--- config.mk ---
export PLATFORM = sky130hd
export DESIGN_NAME = f_pc_gen
export DESIGN_NICKNAME = d
export VERILOG_FILES = /design/src/rtl/f_pc_gen.sv
export SDC_FILE = /design/constraint.sdc
export NUM_CORES = 1
export LEC_CHECK = 0
export BUFFER_PORTS_ARGS = -buffer_cell sky130_fd_sc_hd__buf_2
export CAP_MARGIN = 20
export CORE_UTILIZATION = 39
export CTS_CLUSTER_DIAMETER = 40
export DETAILED_ROUTE_END_ITERATION = 8
export PLACE_DENSITY = 0.62
export SYNTH_ARGS = -nofsm -noshare
export SYNTH_HDL_FRONTEND = slang
export SYNTH_SLANG_ARGS = --single-unit
--- constraint.sdc ---
create_clock -name clk -period 3.5 [get_ports clk]
set_input_delay 0.35 -clock clk [delete_from_list [all_inputs] [get_ports clk]]
set_output_delay 0.35 -clock clk [all_outputs]
set_load 0.05 [all_outputs]
--- src/rtl/f_pc_gen.sv ---
// Fetch-stage PC generator: holds the fetch PC and selects the next one from
// sequential, redirect, exception, ERET and return-address-stack sources.
module f_pc_gen #(
    parameter int unsigned     WIDTH     = 32,
    parameter logic [WIDTH-1:0] RESET_VEC = WIDTH'(32'h0000_3000),
    parameter logic [WIDTH-1:0] EXC_VEC   = WIDTH'(32'h0000_4180),
    parameter int unsigned     RAS_DEPTH = 8
) (
    input  logic                          clk,
    input  logic                          reset,
    input  logic                          en,
    input  logic                          redirect_vld,
    input  logic [WIDTH-1:0]              redirect_pc,
    input  logic                          exc_req,
    input  logic                          eret_req,
    input  logic [WIDTH-1:0]              epc,
    input  logic                          ras_push,
    input  logic [WIDTH-1:0]              ras_push_addr,
    input  logic                          ras_pop,
    output logic [WIDTH-1:0]              pc,
    output logic                          pc_misalign,
    output logic [WIDTH-1:0]              ras_top,
    output logic [$clog2(RAS_DEPTH):0]    ras_count,
    output logic                          ras_underflow
);

    localparam int unsigned PTR_W = $clog2(RAS_DEPTH);
    localparam int unsigned CNT_W = PTR_W + 1;
    localparam logic [CNT_W-1:0] CNT_FULL = CNT_W'(RAS_DEPTH);

    logic [WIDTH-1:0] ras_mem [RAS_DEPTH];
    logic [PTR_W-1:0] ptr;
    logic [PTR_W-1:0] ptr_next;
    logic [CNT_W-1:0] count_next;
    logic [PTR_W-1:0] wr_idx;
    logic             ras_wr;
    logic             underflow_next;
    logic             ras_en;
    logic             ras_empty;
    logic [WIDTH-1:0] pc_next;
    logic [WIDTH-1:0] pc_seq;

    assign ras_en      = en & ~exc_req & ~eret_req;
    assign ras_empty   = (ras_count == '0);
    assign ras_top     = ras_empty ? '0 : ras_mem[ptr];
    assign pc_misalign = |pc[1:0];
    assign pc_seq      = pc + WIDTH'(4);

    // RAS pointer/count update; a full stack overwrites its oldest entry.
    always_comb begin
        ptr_next       = ptr;
        count_next     = ras_count;
        wr_idx         = ptr;
        ras_wr         = 1'b0;
        underflow_next = 1'b0;
        if (ras_en) begin
            case ({ras_push, ras_pop})
                2'b10: begin
                    ptr_next   = ptr + PTR_W'(1);
                    wr_idx     = ptr + PTR_W'(1);
                    ras_wr     = 1'b1;
                    count_next = (ras_count == CNT_FULL) ? ras_count : ras_count + CNT_W'(1);
                end
                2'b01: begin
                    if (ras_empty) begin
                        underflow_next = 1'b1;
                    end else begin
                        ptr_next   = ptr - PTR_W'(1);
                        count_next = ras_count - CNT_W'(1);
                    end
                end
                2'b11: begin
                    // Call and return together replace the top; on an empty stack it is a plain push.
                    ras_wr = 1'b1;
                    if (ras_empty) begin
                        ptr_next   = ptr + PTR_W'(1);
                        wr_idx     = ptr + PTR_W'(1);
                        count_next = ras_count + CNT_W'(1);
                    end
                end
                default: begin
                    ptr_next = ptr;
                end
            endcase
        end
    end

    // Next-PC priority: exception, ERET, redirect, RAS prediction, sequential, stall.
    always_comb begin
        pc_next = pc;
        if (exc_req) begin
            pc_next = EXC_VEC;
        end else if (eret_req) begin
            pc_next = epc;
        end else if (en) begin
            if (redirect_vld) begin
                pc_next = redirect_pc;
            end else if (ras_pop && !ras_empty) begin
                pc_next = ras_top;
            end else begin
                pc_next = pc_seq;
            end
        end
    end

    always_ff @(posedge clk) begin
        if (reset) begin
            pc            <= RESET_VEC;
            ptr           <= '0;
            ras_count     <= '0;
            ras_underflow <= 1'b0;
            for (int i = 0; i < int'(RAS_DEPTH); i++) begin
                ras_mem[i] <= '0;
            end
        end else begin
            pc            <= pc_next;
            ptr           <= ptr_next;
            ras_count     <= count_next;
            ras_underflow <= underflow_next;
            if (ras_wr) begin
                ras_mem[wr_idx] <= ras_push_addr;
            end
        end
    end

endmodule

; ---- Word-level counts from Yosys, hierarchy flattened
; Memory sizes are Yosys's and may differ from the RTL's. A register that Yosys moved wholly into a read port is not among the register bits.
; Cells that the tools add are included.
[totals]
ram_bits = 256
ff_bits = 40
elab_cells = 65
mem_count = 1
[memory_table]
columns = memory, words, word_bits, rd, rd_ports_with_merged_regs, write_ports, line_no
row1 = ras_mem, 8, 32, 1, 1, 8, 31  ; logic [WIDTH-1:0] ras_mem [RAS_DEPTH];
[op_classes]
addsub = 5
bitwise = 6
muxes = 28
n_eq_ne = 7
n_reduce_logical = 13
[ops]
columns = cell, n
row1 = $mux W32, 6
row2 = $add A32 B3 Y32 const B, 1
row3 = $reduce_or A32 Y1, 1
row4 = $mux W3, 6
row5 = $mux W15, 1
row6 = $mux W4, 3
row7 = $pmux W4 S3, 1
row8 = $mux W1, 9
row9 = $pmux W3 S3, 1
row10 = $ne A2 B2 Y1 const B, 3
row11 = $pmux W3 S2, 1
row12 = $reduce_bool A3 Y1, 2
row13 = $reduce_or A2 Y1, 3
row14 = $reduce_and A5 Y1, 1
row15 = $add A4 B1 Y4 const B, 1
row16 = $eq A2 B2 Y1 const B, 2
row17 = $eq A4 B4 Y1 const B, 1
row18 = $logic_not A4 Y1, 1
row19 = $not A1 Y1, 4
row20 = $sub A4 B1 Y4 const B, 1
row21 = $add A3 B1 Y3 const B, 1
row22 = $reduce_and A3 Y1, 1
row23 = $reduce_or A3 Y1, 1
row24 = $sub A3 B1 Y3 const B, 1
row25 = other kinds (5), 6

; ---- Logic depth before layout (Yosys ltp)
[depth]
depth_word = 9
depth_mapped = 9
mapped_depth_nobuf = 8

; ---- Least setup slack after synthesis
; Ideal clock, no wire load.
[synth_path]
path_type = register to register
start = register ras_count[0]
end = memory ras_mem[7][0] (enable)
stages_incl_launch_ff = 8
n_path_buf = 3
required_time_ns = 3.112
t_arrival_ns = 2.722
setup_slack_ns = 0.390
path_cell_list = dfxtp_1 buf_2 o41a_1 buf_4 a2111oi_4 a31o_2 clkbuf_1 a21o_1
[synth_rtl]
columns = element, line_no
row1 = "start, declared", 23  ; output logic [$clog2(RAS_DEPTH):0] ras_count,
row2 = "start signal, assigned", 118  ; ras_count <= count_next;
row3 = "end, declared", 31

==> impl_metrics.csv <==
group,metric,value,unit
power,p_int,6.68,mW
floorplanning,start_util,40.1,%
route,drt-vias-per-instance,5.78,
timing,setup_violations,0,
logic_synthesis,ys_async_sr_fraction,0,%
global_route,grt_max_degree,43,
timing,fmax,306,MHz
route,antenna_left,0,
timing,grt_setup_unrepaired,"false",
worst_setup_path,worstSetupPathType,"reg -> out",
layout,drive_gt1_share,26.7,%
global_route,antenna_found_initial,0,
clocking,post_cts_buffers,0,
global_route,grt_pass1_vias,11035,
power,p_seq_share,45.3,%
timing,fin_hold_ws,0.0807,ns
clocking,hold_buffers,0,
floorplanning,core-area,37000,µm²
timing,min_period_over_period,93.3,%
route,drc,0,
worst_setup_path,crit_buf_inv,2,
floorplanning,rows,70,
floorplanning,die_h,197,µm
place,routabilityCongestion,0.942,
layout,fin_cells,1937,
timing,tightest_slew,1.01,ns
worst_setup_path,crit_required,3.15,ns
place,dp_hpwl,31400,µm
layout,finish.utilization,48.0,%
logic_synthesis,synth_top_area_share,51.9,%
route,route.final.wire_length,47400,µm
worst_setup_path,cp_top_family,"multiplexers",
logic_synthesis,yosysUniqueCellTypes,71,
power,vdd_drop_max,0.272,mV
layout,layout_common_cells,"edfxtp_1, nor2_1, buf_2",
logic_synthesis,synthesis.nets,1335,
timing,hold_viol,0,
clocking,cts_resized,0,
logic_synthesis,postSynthAreaPerCell,12.1,µm²
layout,area_growth_syn_to_layout,19.8,%
clocking,clk_latency,0.55,ns
worst_setup_path,critPathLaunchType,"register",
worst_setup_path,worstPathCellList,"buf_4, mux4_2, mux2i_1, nor2_1, buf_2",
logic_synthesis,ys_ff_latch,299,
clocking,cts_buffers,42,
global_route,grt_pass1_wl,69900,µm
layout,diodes,0,
floorplanning,io_pins,174,
worst_setup_path,cp_slowest_cell,"dfxtp_4",
timing,slew_headroom,33.0,%
power,combPwrFrac,9.0,%
worst_setup_path,path_max_fanout,18,
logic_synthesis,yosysTopAreaCell,"edfxtp_1",
route,vias,11198,
power,p_sw,2.30,mW
worst_setup_path,slowest_delay,0.61,ns
power,switching_share,25.6,%
route,wl_per_cell,24.5,µm
place,place_ws,0.429,ns
worst_setup_path,cp-end-kind,"output pin",
timing,drv_slew,0,
clocking,clk_pin_slew,0.05,ns
logic_synthesis,yosys_warnings,0,
place,port_buffers,173,
timing,fin_skew,0.0252,ns
logic_synthesis,syn-cell-area,14800,µm²
hold_path,min_path_type,"in -> reg",
layout,layout_commonest_cell,"edfxtp_1",
logic_synthesis,yosys-top-cells-area,"edfxtp_1, mux4_2, nor2_1",
clocking,clock_sinks,299,
clocking,root_buffer,"clkbuf_16",
place,numPlacedInstances,1859,
floorplanning,die_area,38700,µm²
logic_synthesis,syn_inst,1225,
logic_synthesis,yosysSeqAreaShare,57.7,%
route,drt_iter0_markers,1197,
timing,fin_ws,0.236,ns
timing,fin_setup_tns,0,ns
outcome,status,"finished clean",
job,maxCapViolations,0,
logic_synthesis,synth_top_flop_cell,"edfxtp_1",
route,dr.pass1.iters,6,
logic_synthesis,synth-edff-count,256,
power,p_leak,6.70,nW
power,cellPowerDensity,506,nW/µm²
clocking,cts_tree,"built",
power,power_frac_clock,45.7,%
clocking,htree_levels,2,
floorplanning,fp.dieW,197,µm
worst_setup_path,cp.arrival,2.91,ns
layout,nets,1509,
global_route,gr-total-overflow,0,
global_route,grt_usage,24.4,%
timing,final.min_clock_period,3.26,ns
clocking,clk_path_buf_depth,3,
==> final cells by class <==
cell class	count	area, µm²
fill	3420	19200
sequential	299	8560
multi-input combinational	814	5820
timing repair buffer	226	1300
clock buffer	46	1090
tap	504	631
clock inverter	32	279
inverter	16	60.1
==> path summary, 6_finish.rpt <==
check	start	cells past startpoint	end	slack, ns
hold reg to reg	register	2	register	0.54
setup reg to reg	ptr[1]	7	ras_mem[6][27]	0.46
setup / recovery	register	5	ras_top[6]	0.24
hold / removal	redirect_pc[19]	3	pc[19]	0.08
==> logic make-up (layout without fill, tap and decap cells) <==
logic type	after synthesis	after routing	synth area share, %
adder cells (fa/ha/maj)	6	6	0.558
AND/OR/NAND/NOR	509	509	16.5
XOR/XNOR	21	21	1.37
multiplexers	99	99	11.9
buffers and inverters	112	320	3.25
AO/OA/AOI/OAI	179	179	8.68
flip-flops	299	299	57.7
==> synthesized netlist by cell type, types with 3 or more instances <==
library cell	count
a22oi_1	7
or2_2	5
a211oi_1	6
nor3_1	17
ha_1	5
a2111oi_0	5
nand3_1	24
mux2i_1	37
clkbuf_1	56
nor2b_1	4
buf_2	28
a22o_1	4
o31ai_1	9
a31oi_1	8
a21o_1	10
nand2b_1	9
o21ai_0	27
buf_4	7
xor2_1	7
edfxtp_1	256
dfxtp_1	43
a21oi_1	42
nand4_1	11
o31a_1	4
nor4_1	7
and2_1	26
a2bb2oi_1	3
buf_1	5
o22ai_1	5
inv_1	16
nor3b_1	4
o211ai_1	11
xnor2_1	13
a221oi_1	6
nand2_1	74
o221ai_1	5
and4_1	8
mux4_2	62
nor2_1	231
and3_1	78
==> metal layers <==
metal,global-route usage (%),vias to the layer above,part of all wire [%]
met5,0,-,0
met4,6.75,0,2.2
met3,3.58,86,8.7
met2,39.3,620,46
met1,34.4,5523,43
li1,-,4969,-
==> worst register-to-register path, cell delays in order (launching register included) <==
cell	delay (ns)
dfxtp_1	0.48
inv_1	0.18
ha_1	0.44
inv_1	0.17
a2111oi_4	0.44
a31o_2	0.45
a21o_1	0.20
buf_4	0.34
==> registers in the layout, summed over array words and instances, names as in the netlist, named ones only <==
signal         flops
ras_mem          256
ras_count          4
pc                30
ptr                3
ras_underflow      1
==> power groups by stage <==
stage / Combinational [mW] / Clock (mW) / Sequential, mW
floorplan: 0.416 / 0 / 4.18
global placement: 0.797 / 0 / 4.13
detailed placement: 0.801 / 0 / 4.14
CTS: 0.805 / 4.16 / 4.07
global route: 0.851 / 4.29 / 4.08
finish: 0.808 / 4.10 / 4.07
==> through the flow <==
stage | power (mW) | cell area, µm²
after floorplan | 4.59 | 14800
after global placement | 4.93 | 16400
after detailed placement | 4.94 | 16400
after CTS | 9.03 | 17700
after global routing | 9.22 | 17700
final | 8.98 | 17700
Note: power is estimated with default switching activity, not from simulation.
